## config.mk

```make
export PLATFORM = sky130hd
export DESIGN_NAME = time_set_ctrl
export DESIGN_NICKNAME = d
export VERILOG_FILES = /design/src/rtl/time_set_ctrl.sv
export SDC_FILE = /design/constraint.sdc
export NUM_CORES = 1
export LEC_CHECK = 0
export ABC_CLOCK_PERIOD_IN_PS = 1700
export BUFFER_PORTS_ARGS = -buffer_cell sky130_fd_sc_hd__buf_2
export CAP_MARGIN = 20
export CORE_ASPECT_RATIO = 1.25
export CORE_MARGIN = 2
export CORE_UTILIZATION = 45
export CTS_CLUSTER_DIAMETER = 150
export DETAILED_ROUTE_END_ITERATION = 16
export PLACE_DENSITY = 0.67
export SKIP_LAST_GASP = 1
export SYNTH_ARGS = -nofsm -noshare
export SYNTH_HDL_FRONTEND = slang
export SYNTH_SLANG_ARGS = --single-unit
export TNS_END_PERCENT = 1
```

## constraint.sdc

```tcl
create_clock -name clk -period 1.7 [get_ports clk]
set_input_delay 0.34 -clock clk [delete_from_list [all_inputs] [get_ports clk]]
set_output_delay 0.34 -clock clk [all_outputs]
set_load 0.02 [all_outputs]
```

## src/rtl/time_set_ctrl.sv

```systemverilog
// Time-setting sequencer: snapshots live time into shadow registers, edits the
// selected field with wrap-around, then parallel-loads the counters on exit.
module time_set_ctrl #(
  parameter int HOUR_MAX = 23,
  parameter int MIN_MAX  = 59
) (
  input  logic       clk,
  input  logic       rst_n,
  input  logic [1:0] mode,
  input  logic       inc_pulse,
  input  logic       dec_pulse,
  input  logic       blink_tick,
  input  logic [4:0] cur_hour,
  input  logic [5:0] cur_min,
  input  logic [5:0] cur_sec,
  output logic       run_en,
  output logic       load,
  output logic [4:0] set_hour,
  output logic [5:0] set_min,
  output logic [5:0] set_sec,
  output logic [2:0] disp_on
);

  // state  | meaning
  // RUN    | counters advance, display fully on
  // EDIT   | counters paused, inc/dec applied to the field chosen by mode
  // COMMIT | single cycle: load strobe drives shadows into the counters
  typedef enum logic [1:0] {RUN, EDIT, COMMIT} state_t;

  localparam logic [5:0] HOUR_TOP = 6'(HOUR_MAX);
  localparam logic [5:0] MIN_TOP  = 6'(MIN_MAX);

  state_t     state, state_nxt;
  logic       run_en_nxt, load_nxt;
  logic [4:0] set_hour_nxt;
  logic [5:0] set_min_nxt, set_sec_nxt;
  logic       blink_phase, blink_phase_nxt;
  logic [1:0] mode_q, mode_q_nxt;
  logic       step_ok, field_change;

  // Out-of-range values (corrupt live time) land on 0 going up, on max going down.
  function automatic logic [5:0] step_field(input logic [5:0] v, input logic [5:0] top,
                                            input logic up);
    if (up) return (v >= top) ? 6'd0 : v + 6'd1;
    else    return (v == 6'd0 || v > top) ? top : v - 6'd1;
  endfunction

  assign step_ok      = inc_pulse ^ dec_pulse;
  assign field_change = (mode != mode_q);

  always_comb begin
    state_nxt       = state;
    run_en_nxt      = run_en;
    load_nxt        = 1'b0;
    set_hour_nxt    = set_hour;
    set_min_nxt     = set_min;
    set_sec_nxt     = set_sec;
    blink_phase_nxt = blink_phase;
    mode_q_nxt      = mode;
    case (state)
      RUN: begin
        run_en_nxt      = 1'b1;
        blink_phase_nxt = 1'b1;
        if (mode != 2'b00) begin
          state_nxt    = EDIT;
          run_en_nxt   = 1'b0;
          set_hour_nxt = cur_hour;
          set_min_nxt  = cur_min;
          set_sec_nxt  = cur_sec;
        end
      end
      EDIT: begin
        run_en_nxt = 1'b0;
        if (mode == 2'b00) begin
          state_nxt = COMMIT;
          load_nxt  = 1'b1;
        end else begin
          if (step_ok) begin
            case (mode)
              2'b01:   set_hour_nxt = 5'(step_field({1'b0, set_hour}, HOUR_TOP, inc_pulse));
              2'b10:   set_min_nxt  = step_field(set_min, MIN_TOP, inc_pulse);
              default: set_sec_nxt  = step_field(set_sec, MIN_TOP, inc_pulse);
            endcase
          end
          if (step_ok || field_change) blink_phase_nxt = 1'b1;
          else if (blink_tick)         blink_phase_nxt = ~blink_phase;
        end
      end
      COMMIT: begin
        state_nxt       = RUN;
        run_en_nxt      = 1'b1;
        blink_phase_nxt = 1'b1;
      end
      default: begin
        state_nxt  = RUN;
        run_en_nxt = 1'b1;
      end
    endcase
  end

  always_ff @(posedge clk) begin
    if (rst_n) begin
      state       <= RUN;
      run_en      <= 1'b1;
      load        <= 1'b0;
      set_hour    <= '0;
      set_min     <= '0;
      set_sec     <= '0;
      blink_phase <= 1'b1;
      mode_q      <= 2'b00;
    end else begin
      state       <= state_nxt;
      run_en      <= run_en_nxt;
      load        <= load_nxt;
      set_hour    <= set_hour_nxt;
      set_min     <= set_min_nxt;
      set_sec     <= set_sec_nxt;
      blink_phase <= blink_phase_nxt;
      mode_q      <= mode_q_nxt;
    end
  end

  always_comb begin
    disp_on = 3'b111;
    if (state == EDIT) begin
      case (mode)
        2'b01:   disp_on[2] = blink_phase;
        2'b10:   disp_on[1] = blink_phase;
        2'b11:   disp_on[0] = blink_phase;
        default: disp_on = 3'b111;
      endcase
    end
  end

endmodule

```

; ---- Word-level counts from Yosys, hierarchy flattened
; Cells that the tools add are included.
; W data, S select, Z words.
[op_classes]
mux = 38
reduce_logical = 20
add_sub_neg = 6
magnitude_cmp = 6
n_eq_ne = 14
n_bitwise = 3
[op_table]
columns = op, n
row1 = $mux W6, 14
row2 = $mux W5, 7
row3 = $pmux W6 S2, 2
row4 = $reduce_and A5 Y1, 3
row5 = $add A6 B1 Y6 const B, 2
row6 = $ge A6 B6 Y1 const B, 2
row7 = $gt A6 B6 Y1 const B, 2
row8 = $logic_not A6 Y1, 2
row9 = $sub A6 B1 Y6 const B, 2
row10 = $ne A2 B2 Y1 const B, 5
row11 = $pmux W5 S2, 1
row12 = $mux W1, 8
row13 = $eq A2 B2 Y1 const B, 3
row14 = $reduce_bool A2 Y1, 3
row15 = $reduce_or A2 Y1, 3
row16 = $add A5 B1 Y5 const B, 1
row17 = $ge A5 B5 Y1 const B, 1
row18 = $gt A5 B5 Y1 const B, 1
row19 = $logic_not A5 Y1, 1
row20 = $sub A5 B1 Y5 const B, 1
row21 = $eq A2 B1 Y1 const B, 2
row22 = $logic_not A2 Y1, 2
row23 = $logic_or A1 B1 Y1, 4
row24 = $mux W2, 2
row25 = other kinds (10), 13
[word_totals]
elab_cells = 95
input_bits = 24
output_inout_bits = 22
register_bits = 24

; ---- Logic depth before layout (Yosys ltp)
; Gate-level depths: netlist of the first run.
[logic_depth]
ltp_word = 8
depth_mapped = 8
depth_no_buf = 7

; ---- Worst setup path before layout of the first run
; OpenSTA, ideal clock, no wires.
[synth_timing]
path_type = register to register
startpoint = reg set_min[0]
endpoint = reg set_min[2]
path_slack_ps = -150
arrival_time_ps = 1755
setup_time_ps = 96
period_less_slack_ps = 1850
path_buffers = 0
t_required_ps = 1604
stages_incl_launch_ff = 8
path_cell_list = dfxtp_1 > inv_1 > ha_1 > nor3b_1 > nand2_1 > nand2_1 > o311a_1 > o41ai_2
[synth_via]
elab_chain_cells = 8
elab_cells_between_ends = 13
classes_between = add/sub: 2 / order compare: 2 / mux: 7 / reduce/logical: 2
[synth_lines]
columns = item, line_no
row1 = "start, declared", 19  ; output logic [5:0] set_min,
row2 = "start signal, assigned", 116  ; set_min <= set_min_nxt;
row3 = $gt A6 B6 Y1 or $logic_not A6 Y1 (tied branches), 45  ; else return (v == 6'd0 || v > top) ? top : v - 6'd1;
row4 = $logic_or A1 B1 Y1, 45
row5 = $mux W6, 45
row6 = $mux W6 (*), 44  ; if (up) return (v >= top) ? 6'd0 : v + 6'd1;
row7 = $mux W6 (*), 79  ; case (mode)
row8 = $mux W6 (*), 78  ; if (step_ok) begin
row9 = $mux W6 (*), 74  ; if (mode == 2'b00) begin
row10 = $pmux W6 S2 (*), 60  ; case (state)
; Every way passes the cells marked *; elsewhere a longest branch is shown, timed or not. The select of a mux whose other input is x is not followed.
; A chain may end at the register's enable or synchronous reset.

; ---- Worst setup path after layout of the first run
[layout_timing]
startpoint = reg set_min[0]
endpoint = reg set_min[3]
; Same word-level chain as after synthesis.

==> flow_summary.json, run 1 <==
{
  "cp_cell_sequence": "buf_4 > ha_1 > a31oi_1 > o221ai_1 > o211ai_1 > nor4_2 > a2111oi_2",
  "syn-cell-area_um2": 2030,
  "clock_skew_ns": 0.00274,
  "synthCells": 265,
  "numCtsBuffers": 3,
  "grt_max_degree": 33,
  "synth_seq_cells": 24,
  "seq_area_frac_synth_pct": 23.7,
  "final_area_um2": 2600,
  "avgSynthCellArea_um2": 7.65,
  "ant_nets": 0,
  "crit_path_start_kind": "register",
  "dieArea_um2": 5060,
  "clk_pin_slew_ns": 0.09,
  "ys.warnings.count": 0,
  "outcome": "finished, final reports clean",
  "setup_viol": 0,
  "insertion_delay_ns": 0.27,
  "tritoncts": "built",
  "hold_viol": 0,
  "worst-path-buf-inv": 1,
  "setup_ws_ns": 0.0323,
  "path_delay_family": "compound AO/OA/AOI/OAI gates",
  "slowest_stage": "dfxtp_4",
  "via_per_inst": 5.72,
  "rsz0062_at_grt": "true",
  "tightestPinTransition_ns": 0.448,
  "arrival_ns": 1.85,
  "ir_drop_uv": 452,
  "cts.htree.levels": 1,
  "hp-class": "input pin to register",
  "power_mw": 2.05,
  "grt_overflow": 0,
  "grtUsageTotal_pct": 23.2,
  "ys_types": 57,
  "grt_pass1_vias": 2095,
  "drt_pass1_iterations": 4,
  "drt-initial-drc-count": 200,
  "ys_async_sr_fraction_pct": 0,
  "grt_pass1_wl_um": 9480,
  "drc": 0,
  "cts_setup_buffers": 0,
  "leakage_nw": 1.12,
  "layout_common_cells": "buf_2 (45), buf_4 (36), o21ai_0 (24)",
  "pwr_density_cell_nw_per_um2": 789,
  "cp.required_ns": 1.88,
  "crit_path_max_fanout": 6,
  "antenna_cells": 0,
  "syn_nets": 301,
  "fmax_ghz": 0.600,
  "drt-total-wl_um": 5650,
  "num_io_pins": 46,
  "period_needed_ns": 1.67,
  "tns_ns": 0,
  "die_h_um": 79.1,
  "fp-row-count": 27,
  "initial_utilization_pct": 46.5,
  "critical_path_class": "register to register",
  "dieWidth_um": 64.0,
  "drive_gt1_share_pct": 32.8,
  "relSlewSlack_pct": 70.1,
  "hold_buffers": 0,
  "synth_edf_count": 0,
  "cts-root-buf": "clkbuf_8",
  "wire_per_inst_um": 14.6,
  "clk_path_buf_depth": 2,
  "area_growth_syn_to_layout_pct": 28.3,
  "slowest_delay_ns": 0.37,
  "coreArea_um2": 4360,
  "drv_cap": 0,
  "fin_crit_sh_pct": 98.1,
  "antenna_found_initial": 0,
  "dpl-instance-area_um2": 2510,
  "vias": 2213,
  "final_max_slew_viol_count": 0,
  "final_common_cell": "buf_2",
  "io_buffers": 45,
  "worst_setup_path_end_kind": "register",
  "place_ws_ns": -0.0698,
  "cts.sinks": 24,
  "gp_congestion": 0.864,
  "synthFlopType": "dfxtp_1",
  "dp_hpwl_um": 4020,
  "fin_nets": 366
}
state kept, by name, indices dropped and copies added (netlist names):
name / count
blink_phase: 1
load: 1
mode_q: 2
run_en: 1
set_hour: 5
set_min: 6
set_sec: 6
state: 2
worst reg2reg max path: stages (launching register included):
cell and delay [ns]:
dfxtp_4 0.37, buf_4 0.15, ha_1 0.26, a31oi_1 0.19
o221ai_1 0.13, o211ai_1 0.14, nor4_2 0.07, a2111oi_2 0.27
routing by layer:
metal / wire length, um / track usage (%) / vias to the layer above
met3: 217 / 2.27 / 8
met1: 2430 / 28.1 / 1035
met2: 2930 / 42.1 / 66
met5: 0 / 0 / -
met4: 78 / 8.26 / 0
li1: - / - / 1104
synthesized netlist by cell type, drive strengths merged, types with 2 or more instances:
library cell | count | area [um2]
inv | 12 | 45.0
buf | 15 | 86.3
o311ai | 2 | 17.5
nor2b | 5 | 31.3
o21ai | 25 | 125
nor3 | 11 | 60.1
o31ai | 2 | 15.0
o41ai | 3 | 41.3
nor3b | 2 | 20.0
a221oi | 6 | 58.8
nor2 | 22 | 82.6
a21o | 2 | 16.3
nand4 | 3 | 18.8
o211ai | 3 | 22.5
o221ai | 2 | 17.5
nand4b | 2 | 17.5
a31oi | 7 | 58.8
a2111oi | 2 | 23.8
xor2 | 5 | 51.3
clkbuf | 7 | 26.3
and3 | 5 | 36.3
a211o | 2 | 17.5
a21oi | 21 | 109
nor4 | 4 | 31.3
xnor2 | 5 | 43.8
nand2 | 19 | 71.3
nand3 | 10 | 50.1
dfxtp | 24 | 480
ha | 12 | 150
nand2b | 2 | 12.5
nand3b | 5 | 37.5
and4b | 2 | 20.0
o2bb2ai | 5 | 43.8
o2111ai | 2 | 17.5
cell families after synthesis:
group,share of synthesized area [%]
buffers and inverters,7.77
XOR/XNOR,4.69
AO/OA/AOI/OAI,31.7
flip-flops,23.7
AND/OR/NAND/NOR,24.7
adder cells (fa/ha/maj),7.40
power breakdown:
part,switching (mW),internal (mW)
Clock,0.204,0.315
Sequential,0.0814,0.618
Combinational,0.462,0.371
per-stage QoR:
step | cells | hold WS, ns | utilization, %
floorplan | 265 | 0.419 | -
global placement | 383 | 0.472 | 57.5
detailed placement | 383 | 0.468 | 57.5
CTS | 387 | 0.240 | 59.3
global route | 387 | 0.249 | 59.7
finish | 387 | 0.239 | 59.7
timing repair:
action,in CTS,in global routing
pin swaps,0,2
gates resized for setup,2,6
endpoints found under the setup margin,1,11
final timing paths:
kind / from / cells after the start / to / slack (ns)
setup reg to reg: set_min[0]$_SDFFE_PP0P_ / 7 / set_min[3]$_SDFFE_PP0P_ / 0.03
hold reg to reg: state[0]$_SDFFE_PP0P_ / 1 / blink_phase$_SDFFE_PP1P_ / 0.49
setup / recovery: set_min[0]$_SDFFE_PP0P_ / 7 / set_min[3]$_SDFFE_PP0P_ / 0.03
hold / removal: rst_n / 2 / state[0]$_SDFFE_PP0P_ / 0.24
final cells by class:
class,count,area [um2]
clock inverters,1,30.0
well taps,58,72.6
inverters,12,45.0
repair buffers,82,515
fillers,419,1760
clock buffers,3,41.3
flip-flops and latches,24,487
multi-input cells,207,1410
Note: power is estimated with default switching activity, not from simulation.
==> inputs of run 2 (changes only) <==
--- a/config.mk
+++ b/config.mk
@@ -5,7 +5,7 @@
 export SDC_FILE = /design/constraint.sdc
 export NUM_CORES = 1
 export LEC_CHECK = 0
-export ABC_CLOCK_PERIOD_IN_PS = 1700
+export ABC_CLOCK_PERIOD_IN_PS = 1650
 export BUFFER_PORTS_ARGS = -buffer_cell sky130_fd_sc_hd__buf_2
 export CAP_MARGIN = 20
 export CORE_ASPECT_RATIO = 1.25
@@ -13,7 +13,7 @@
 export CORE_UTILIZATION = 45
 export CTS_CLUSTER_DIAMETER = 150
 export DETAILED_ROUTE_END_ITERATION = 16
-export PLACE_DENSITY = 0.67
+export PLACE_DENSITY = 0.64
 export SKIP_LAST_GASP = 1
 export SYNTH_ARGS = -nofsm -noshare
 export SYNTH_HDL_FRONTEND = slang
==> constraint.sdc (replaced) <==
create_clock -name clk -period 1.65 [get_ports clk]
set_input_delay 0.33 -clock clk [delete_from_list [all_inputs] [get_ports clk]]
set_output_delay 0.33 -clock clk [all_outputs]
set_load 0.02 [all_outputs]
==> flow_summary.json, run 2 (synthesized netlist as in run 1, its figures left out) <==
{
  "fmax_ghz": 0.617,
  "tritoncts": "built",
  "antenna_found_initial": 0,
  "crit_path_max_fanout": 4,
  "period_needed_ns": 1.62,
  "clock_skew_ns": 0.0127,
  "ir_drop_uv": 407,
  "cp.required_ns": 1.82,
  "relSlewSlack_pct": 73.4,
  "crit_path_start_kind": "register",
  "final_area_um2": 2640,
  "dieWidth_um": 64.0,
  "tightestPinTransition_ns": 0.396,
  "grtUsageTotal_pct": 22.0,
  "grt_pass1_vias": 2047,
  "rsz0062_at_grt": "true",
  "final_util_pct": 60.6,
  "final_max_slew_viol_count": 0,
  "fin_crit_sh_pct": 98.2,
  "gp_congestion": 0.851,
  "antenna_cells": 0,
  "leakage_nw": 1.15,
  "worst_setup_path_end_kind": "register",
  "wire_per_inst_um": 13.7,
  "drive_gt1_share_pct": 34.2,
  "drt_pass1_iterations": 4,
  "coreArea_um2": 4360,
  "layout_common_cells": "buf_2 (45), buf_4 (44), o21ai_0 (23)",
  "numCtsBuffers": 3,
  "grt_pass1_wl_um": 9150,
  "cts-root-buf": "clkbuf_8",
  "critical_path_class": "register to register",
  "reg_top3": "set_min x6, set_sec x6, set_hour x5",
  "dpl-instance-area_um2": 2540,
  "clk_path_buf_depth": 2,
  "insertion_delay_ns": 0.27,
  "place_ws_ns": -0.143,
  "cts.htree.levels": 1,
  "via_per_inst": 5.54,
  "fin_nets": 373,
  "outcome": "finished, final reports clean",
  "dp_hpwl_um": 4080,
  "dieArea_um2": 5060,
  "initial_utilization_pct": 46.5,
  "area_growth_syn_to_layout_pct": 30.1,
  "die_h_um": 79.1,
  "setup_ws_ns": 0.0292,
  "drt-initial-drc-count": 151,
  "grt_max_degree": 23,
  "drc": 0,
  "grt_overflow": 0,
  "io_buffers": 45,
  "vias": 2184,
  "drt-total-wl_um": 5400,
  "hold_ws_ns": 0.224,
  "arrival_ns": 1.79,
  "fp-row-count": 27,
  "hold_buffers": 0,
  "ant_nets": 0,
  "setup_viol": 0,
  "clk_pin_slew_ns": 0.10,
  "hold_viol": 0,
  "num_io_pins": 46,
  "final_common_cell": "buf_2",
  "drv_cap": 0,
  "hp-class": "input pin to register",
  "tns_ns": 0,
  "pwr_density_cell_nw_per_um2": 779,
  "cts.sinks": 24
}
## run 2: report_power, final
part	internal (mW)	switching, mW
Combinational	0.400	0.481
Sequential	0.636	0.0727
Clock	0.264	0.203
## run 2: per-stage QoR
stage / power [mW] / std cells
after floorplan: 1.27 / 265
after global placement: 1.57 / 389
after detailed placement: 1.57 / 389
after CTS: 2.04 / 393
after global routing: 2.20 / 394
final: 2.06 / 394
## run 2: cell type report
type                    count  area, um2
fillers                   424       1720
inverters                  12       45.0
multi-input cells         207       1410
well taps                  58       72.6
clock buffers               4       66.3
repair buffers             89        556
flip-flops and latches     24        487
## run 2: path summary, 6_finish.rpt
kind	from	end	slack [ns]	depth (start not counted)
min reg2reg	state[0]$_SDFFE_PP0P_	blink_phase$_SDFFE_PP1P_	0.51	1
min	rst_n	state[0]$_SDFFE_PP0P_	0.22	2
max reg2reg	set_min[0]$_SDFFE_PP0P_	set_min[2]$_SDFFE_PP0P_	0.03	7
max	set_min[0]$_SDFFE_PP0P_	set_min[2]$_SDFFE_PP0P_	0.03	7
## run 2: repair_timing
item,in CTS,in global routing
gates resized for setup,0,7
buffers inserted,0,1
hold endpoints to repair,0,0
setup endpoints to repair,0,15
## run 2: routing by layer
layer	routed length (um)	up-vias	global-route usage (%)
met2	2730	50	38.3
met1	2460	1002	28.1
met3	149	6	2.12
met4	51	0	6.96
li1	-	1126	-
met5	0	-	0
## run 2: critical path: stages, from the launching register on
cell,delay (ns)
dfxtp_4,0.35
inv_1,0.05
ha_1,0.18
nor3b_2,0.15
nand2_1,0.13
nand2_2,0.10
o311a_1,0.31
o41ai_2,0.26
